`src/rtl/seg_scan_mux.sv`:
```
// Time-multiplexed hex display scanner: GAP/ON sequencer with frame-aligned value updates.
// Optional macro SEG_SCAN_LEADING_ZERO_BLANK_EN blanks leading-zero digits (digit 0 always lit).
module seg_scan_mux #(
  parameter int NUM_DIGITS = 4,
  parameter int DWELL      = 50000,
  parameter int GAP        = 2
) (
  input  logic                    clk,
  input  logic                    rst,
  input  logic [4*NUM_DIGITS-1:0] val_in,
  input  logic                    val_valid,
  output logic                    val_ready,
  output logic [3:0]              digit_nib,
  output logic [NUM_DIGITS-1:0]   digit_an,
  output logic                    frame_done
);

  localparam int VW   = 4 * NUM_DIGITS;
  localparam int MAXC = (DWELL > GAP) ? DWELL : GAP;
  localparam int CW   = $clog2((MAXC > 1) ? MAXC : 2);
  localparam int IW   = $clog2((NUM_DIGITS > 1) ? NUM_DIGITS : 2);

  typedef enum logic {ST_GAP = 1'b0, ST_ON = 1'b1} state_t;

  state_t                state_reg, state_next;
  logic [IW-1:0]         idx_reg, idx_next;
  logic [CW-1:0]         cnt_reg, cnt_next;
  logic [VW-1:0]         disp_reg, disp_next;
  logic [VW-1:0]         pend_reg, pend_next;
  logic                  pend_flag_reg, pend_flag_next;
  logic [3:0]            nib_reg, nib_next;
  logic [NUM_DIGITS-1:0] an_reg, an_next;
  logic                  fd_reg, fd_next;
  logic                  boundary;
  logic                  lit;
  logic [3:0]            nib_arr [NUM_DIGITS];

  genvar gi;
  generate
    for (gi = 0; gi < NUM_DIGITS; gi++) begin : g_nib
      assign nib_arr[gi] = disp_next[4*gi +: 4];
    end
  endgenerate

`ifdef SEG_SCAN_LEADING_ZERO_BLANK_EN
  // upper_nz[k] is set when any nibble k..NUM_DIGITS-1 is non-zero
  logic [NUM_DIGITS-1:0] upper_nz;
  generate
    for (gi = 0; gi < NUM_DIGITS; gi++) begin : g_lz
      if (gi == NUM_DIGITS - 1) begin : g_top
        assign upper_nz[gi] = |nib_arr[gi];
      end else begin : g_rest
        assign upper_nz[gi] = (|nib_arr[gi]) | upper_nz[gi+1];
      end
    end
  endgenerate
  assign lit = (idx_next == '0) || upper_nz[idx_next];
`else
  assign lit = 1'b1;
`endif

  // State register; outputs are registered from next-state values so they align with the state.
  always_ff @(posedge clk) begin
    if (rst) begin
      state_reg     <= ST_GAP;
      idx_reg       <= '0;
      cnt_reg       <= '0;
      disp_reg      <= '0;
      pend_reg      <= '0;
      pend_flag_reg <= 1'b0;
      nib_reg       <= '0;
      an_reg        <= '1;
      fd_reg        <= 1'b0;
    end else begin
      state_reg     <= state_next;
      idx_reg       <= idx_next;
      cnt_reg       <= cnt_next;
      disp_reg      <= disp_next;
      pend_reg      <= pend_next;
      pend_flag_reg <= pend_flag_next;
      nib_reg       <= nib_next;
      an_reg        <= an_next;
      fd_reg        <= fd_next;
    end
  end

  // Next-state: scan sequencing plus pending/display data path
  always_comb begin
    state_next     = state_reg;
    idx_next       = idx_reg;
    cnt_next       = cnt_reg + 1'b1;
    boundary       = 1'b0;
    disp_next      = disp_reg;
    pend_next      = pend_reg;
    pend_flag_next = pend_flag_reg;
    case (state_reg)
      ST_GAP: begin
        if (cnt_reg == CW'(GAP - 1)) begin
          state_next = ST_ON;
          cnt_next   = '0;
        end
      end
      ST_ON: begin
        if (cnt_reg == CW'(DWELL - 1)) begin
          state_next = ST_GAP;
          cnt_next   = '0;
          if (idx_reg == IW'(NUM_DIGITS - 1)) begin
            idx_next = '0;
            boundary = 1'b1;
          end else begin
            idx_next = idx_reg + 1'b1;
          end
        end
      end
      default: begin
        state_next = ST_GAP;
        cnt_next   = '0;
      end
    endcase
    if (boundary && pend_flag_reg) begin
      disp_next      = pend_reg;
      pend_flag_next = 1'b0;
    end
    // Acceptance only happens with pending empty, so it never races the load above
    if (val_valid && !pend_flag_reg) begin
      pend_next      = val_in;
      pend_flag_next = 1'b1;
    end
  end

  always_comb begin
    nib_next = nib_arr[idx_next];
    an_next  = '1;
    if (state_next == ST_ON && lit) begin
      an_next[idx_next] = 1'b0;
    end
    fd_next = (state_next == ST_ON) && (idx_next == IW'(NUM_DIGITS - 1)) &&
              (cnt_next == CW'(DWELL - 1));
  end

  assign val_ready  = ~pend_flag_reg;
  assign digit_nib  = nib_reg;
  assign digit_an   = an_reg;
  assign frame_done = fd_reg;

endmodule

```
`config.mk`:
```
export PLATFORM = sky130hd
export DESIGN_NAME = seg_scan_mux
export DESIGN_NICKNAME = d
export VERILOG_FILES = /design/src/rtl/seg_scan_mux.sv
export SDC_FILE = /design/constraint.sdc
export NUM_CORES = 1
export LEC_CHECK = 0
export CORE_UTILIZATION = 57
export DETAILED_ROUTE_END_ITERATION = 6
export PLACE_DENSITY = 0.8
export SETUP_SLACK_MARGIN = 0.3
export SYNTH_ARGS = -nofsm -noshare
export SYNTH_HDL_FRONTEND = slang
export SYNTH_SLANG_ARGS = --single-unit
```
`constraint.sdc`:
```
create_clock -name clk -period 2.48 [get_ports clk]
set_input_delay 0.496 -clock clk [delete_from_list [all_inputs] [get_ports clk]]
set_output_delay 0.496 -clock clk [all_outputs]
set_load 0.02 [all_outputs]
```
==> reports/results.txt <==
Final Hold Fails: 0
Seq pwr share: 51.8%
Port Buf Inserts: 28
design area: 0.00377 mm2
core area: 0.00485 mm2
Tightest Hold Check Type: reg -> reg
skew final: 7.16 ps
Inserted Diodes: 0
Setup CP Type: reg -> reg
worst vdd ir: 0.453 mV
Total Routing Usage GR: 28.8%
Final HPWL DP: 4510 um
ratio of final minimum period to clock period: 91.1%
TritonCTS Sinks: 61
outcome: completed
Post-Syn Nets: 363
Syn Area/Cell: 8.66 um2
Yosys top cell area share: 41.3%
Synth area leaders: dfxtp_1, nand2_1, a21oi_1
synth warn: 0
Initial Util: 60.9%
DR vias: 2713
Slowest-stage cell, CP: or4_4
NetSw: 516 uW
Int Pwr: 1510 uW
max_slew headroom: 62.9%
Worst-path clk slew: 60 ps
placed cell area: 0.00333 mm2
Final ANT Viol Nets: 0
PD cells: 537 mW/mm2
DP Worst Slack: 44.4 ps
WL final: 7300 um
post-synthesis cell type count: 58
Post-synth EDFFs: 0
Primary FF master, synth: dfxtp_1
Setup-failing EPs final: 0
grt ovf: 0
Cell Rows: 25
most used cell, CP: or4_4
H-Tree Depth: 3
Layout Cells excl Fill: 461
Cells after DPL: 430
DR pass1 iterations: 6
Die Ht: 74.0 um
Clk pwr share: 39.3%
most common cell after layout, fill and taps aside: nand2_1
Worst-Skew Late Latency: 350 ps
Net count, final: 411
Top Ports: 29
Max Slew Vio Count: 0
routed wl met3: 562 um
sw frac: 25.5%
Gate power share: 9.0%
Post-route DRC: 0
PnR worst setup slack: 220 ps
initial antenna violation count: 0
Setup TNS: 0 ps
Layout Utilization: 77.8%
Pleak: 0.00135 uW
vias in the first global route: 2392
flops & latches, synth: 61
area leader, netlist: dfxtp_1
clk buf depth: 2
max incr delay on CP: 580 ps
startpoint types: flip-flop
Cells after Synth: 341
first-pass GRT wire length: 11700 um
Fmax: 0.442 GHz
most frequent cells in the layout: nand2_1, dfxtp_1, a21oi_1
area of the die: 0.00547 mm2
largest net degree at the start of global routing: 27
WL per Instance: 15.8 um
metal1 wirelength: 3380 um
Max Cap Viol: 0
Iter 0 DRT Violations: 257
share of layout cells above drive strength 1: 27.4%
# hold bufs at CTS: 0
GPL Wtd Cong: 0.925
Synth Cell Area: 0.00295 mm2
metal2 WL: 3140 um
CP cell instances: or4_4 > or4_4 > buf_6 > nand3_2 > a21oi_2 > a221o_1
CTS Buf Count: 9
chip width: 74.0 um
Syn-to-layout area delta: 27.7%
Worst EP required: 2710 ps
asr flop ratio synth: 0%
CTS tree: done
crit-path max FO: 6
Slew @ Worst Pin: 555 ps
register area share after synthesis: 41.3%
Top Layer Used: met4
Setup crit end kind: flip-flop
CTS Root Cell: clkbuf_8
Final min period: 2260 ps
worst path arrival time: 2490 ps
RSZ-0062 raised after global routing: yes
Via density: 5.89
## power by group through the flow
stage / clock [uW] / sequential (uW) / combinational (uW)
after floorplan: 0 / 1060 / 99.3
after global placement: 0 / 1060 / 159
after detailed placement: 0 / 1060 / 163
after CTS: 810 / 1040 / 174
after global routing: 856 / 1050 / 196
final: 795 / 1050 / 182
## path summary, 6_finish.rpt
check | startpoint | to | slack, ps | depth (start not counted)
worst max-delay path | cnt_reg[10]$_SDFF_PP0_ | digit_nib[0]$_SDFF_PP0_ | 220 | 6
worst min-delay path | pend_reg[15]$_SDFFE_PP0P_ | pend_reg[15]$_SDFFE_PP0P_ | 460 | 2
worst max register to register | cnt_reg[10]$_SDFF_PP0_ | digit_nib[0]$_SDFF_PP0_ | 220 | 6
worst min register to register | pend_reg[15]$_SDFFE_PP0P_ | pend_reg[15]$_SDFFE_PP0P_ | 460 | 2
## what timing repair did
item	CTS	global route
endpoints found under the setup margin	26	37
pin swaps	10	4
gates cloned	0	1
gates resized for setup	25	18
endpoints found under the hold margin	0	0
setup buffers	11	3
## worst max-delay path, delay by kind of cell (launching register included)
family	cells	cell delay [ps]
AOI/OAI and AO/OA	2	430
buffers and inverters	1	160
DFF	1	310
and+or+nand+nor	3	1240
## kinds of logic after synthesis
family / after synthesis / synth area share [%]
DFF: 61 / 41.3
and+or+nand+nor: 162 / 29.3
adders and majority gates: 3 / 1.27
buffers and inverters: 28 / 5.97
AOI/OAI and AO/OA: 67 / 15.8
muxes: 8 / 2.75
xor gates and xnor gates: 12 / 3.56
## metal layers
metal | global-route usage [%] | up-vias
li1 | - | 1290
met1 | 39.4 | 1275
met2 | 39.9 | 122
met3 | 9.62 | 26
met4 | 15.4 | 0
met5 | 0 | -
## synth_stat cells (2+ instances only)
cell type and instances:
xnor2_1 6, dfxtp_1 61, a21oi_2 10, nor4_1 3
xor2_1 6, or4_4 2, o31ai_1 2, a21oi_1 32
nand2_2 9, clkbuf_1 9, a31oi_1 4, a221o_1 4
buf_1 2, buf_6 6, ha_1 3, nand2_1 68
a2111oi_0 2, mux2i_1 7, or4_1 3, buf_4 2
a2111oi_1 2, nor2b_1 3, or4b_1 2, nand4_1 5
nor3_1 5, nand2b_1 2, o21ai_0 2, a211oi_1 3
nand3_1 8, inv_1 6, nand4b_1 10, nor2_1 24
or2_1 2, or2_0 2
## final cells by class
type / instances / area, um2
multi-input combinational: 252 / 1690
sequential: 61 / 1230
fill: 321 / 1080
timing repair buffer: 59 / 563
clock buffer: 12 / 155
tap: 67 / 83.8
clock inverter: 4 / 22.5
inverter: 6 / 22.5
## through the flow
| step | power (uW) | hold slack [ps] |
|---|---|---|
| after floorplan | 1160 | 432 |
| after CTS | 2030 | 456 |
| after global routing | 2100 | 470 |
| final | 2020 | 459 |
| after global placement | 1220 | 439 |
| after detailed placement | 1230 | 447 |
Power figures use the tool's default switching activity.
==> edit, RTL diff (same flow settings) <==
Set the parameter `GAP` to 1 (it was 2).
--- a/src/rtl/seg_scan_mux.sv
+++ b/src/rtl/seg_scan_mux.sv
@@ -4,5 +4,5 @@
   parameter int NUM_DIGITS = 4,
   parameter int DWELL      = 50000,
-  parameter int GAP        = 2
+  parameter int GAP        = 1
 ) (
   input  logic                    clk,
Function: changed (Yosys sat finds a counterexample within 4 cycles, from zero or initial values and one cycle with rst high).
==> edit against the original RTL <==
The flow now finishes with violations (design-rule violations). Final cell count down 5.9%. Sequential cell count unchanged. Clock power up 20%. Critical endpoint is now digit_nib[3]. Worst setup slack better by 9.6 ps. Area after synthesis down 7.6%. Largest power group unchanged. Wire length down 14%. Non-clock buffer count down 7. Critical path type unchanged. Cell area down 9.1%. Power up 7.3%. First-iteration DRC count down 8.6%. Die area down 7.4%.
==> edit: results (changes against the original RTL) <==
GRT:
- The pin count of the biggest net entering global routing is 26 (-3.7%).
- The total routing resource utilization after global routing is 27.0% (-1.8 points).
- The number of global-route vias before repair is 2267 (-5.2%).
- The first-pass GRT wire length came to 10.6 mm (-9.5%).

Cells and area:
- The fraction of final layout cells with drive strength greater than 1 is 16.0% (-11 points).
- The number of nets in the final layout came to 400 (-2.7%).
- The total of fill cells in the finished design was 320 (-0.31%).

Clock network:
- The clock insertion delay at the later pin of the skew report is 330 ps (-20 ps).
- The maximum buffer depth of the clock tree is 2 (unchanged).
- The cell at the root of the clock tree is clkbuf_8.

Synth:
- The number of warning messages in the yosys log is 0 (unchanged).
- The number of nets produced by synthesis came to 361 (-0.55%).
- After synthesis, the cell types taking the most area are dfxtp_1 (45%), nand2_1 (10%), a21oi_1 (7.7%).
- The count of distinct cell types in the synthesized netlist is 44 (-24%).
- The fraction of the yosys area taken by sequential cells is 44.7% (+3.4 points).
- The commonest cells after synthesis are nand2_1 (73), dfxtp_1 (61), a21oi_1 (42).

Timing:
- The worst relative slew slack is 65.2% (+2.3 points).
- The maximum clock skew at final layout is 8.67 ps (+1.50 ps).

Critical path:
- The arrival time at the worst endpoint is 2470 ps (-20 ps).
- The largest fanout on the critical path is 8 (+2).

Place:
- The half-perimeter wire length after detailed placement is 4.22 mm (-6.4%).

Pwr:
- The static leakage was 1.20 nW (-11%).
- The maximum vdd ir drop came to 413 µV (-8.9%).

Detailed routing:
- The via count is 2546 (-6.2%).
- The first-pass iteration count of the detailed router is 7 (+1).
- The detailed router's first-iteration violation count is 235 (-8.6%).
- The number of remaining DRC errors is 1 (+1).

Status:
- The final reports fail on design-rule violations.
- The run finished, with violations left.
edit: cell count changes after synthesis, moves of 5 or more:
cell	change
a21oi_1	+10
o211ai_1	+5
and3_1	+7
nand2_1	+5
nand2_2	-9
nand3_1	+6
clkbuf_1	+10
a21oi_2	-9
nand4b_1	-9
mux2i_1	-5
buf_6	-5
or3_1	+7
edit: what timing repair did:
item | 4_1_cts | 5_1_grt
setup buffers | 8 | 5
gates cloned | 0 | 1
pin swaps | 8 | 8
resized for setup | 7 | 14
setup endpoints to repair | 15 | 12
edit: path summary, 6_finish.rpt:
check             slack [ps]      endpoint    startpoint  cells after the start
setup / recovery         230  digit_nib[3]    cnt_reg[7]                      6
hold / removal           460  disp_reg[13]  disp_reg[13]                      2
setup reg to reg         230  digit_nib[3]    cnt_reg[7]                      6
hold reg to reg          460  disp_reg[13]  disp_reg[13]                      2
edit: per-stage QoR:
stage	instances	total power (W)	util, %	hold WS (ps)	setup WS, ps
finish	434	0.00217	76.6	457	230
global route	434	0.00226	76.6	489	172
CTS	428	0.00218	74.7	460	284
detailed placement	405	0.00123	68.2	451	124
global placement	405	0.00123	68.2	443	181
floorplan	339	0.00115	-	430	284
edit: cell families after synthesis:
logic type                 after synthesis  share of synthesized area, %
xor gates and xnor gates                15                          4.81
AOI/OAI and AO/OA                       68                          15.8
muxes                                    3                          1.15
and+or+nand+nor                        155                          27.1
DFF                                     61                          44.7
adders and majority gates                3                          1.38
buffers and inverters                   34                          5.00
edit: where the power goes:
group,leakage (nW),switching (W),internal [W]
clock,0.105,0.000365,0.000586
sequential,0.500,0.0000260,0.00101
combinational,0.598,0.0000966,0.0000885
edit: cell type report:
type                    count  share of cell area, %
clock buffers              11                   4.13
clock inverters             4                   2.12
inverters                  10                   1.10
multi-input cells         244                   40.8
flip-flops and latches     61                   36.1
well taps                  52                   1.90
repair buffers             52                   13.9
edit: layer usage:
| metal | up-vias | part of all wire (%) | routed length (µm) | global-route usage, % |
|---|---|---|---|---|
| li1 | 1246 | - | - | - |
| met1 | 1182 | 49 | 3110 | 39.5 |
| met2 | 106 | 43 | 2680 | 38.2 |
| met3 | 12 | 6.3 | 393 | 7.12 |
| met4 | 0 | 1.7 | 105 | 9.33 |
| met5 | - | 0 | 0 | 0 |
edit: critical path, stage by stage, from the launching register on:
cell and delay [ps]:
dfxtp_4 360, or4_4 540, or4_4 560, buf_6 170, nand3b_1 140, a21oi_4 90
a221o_1 300
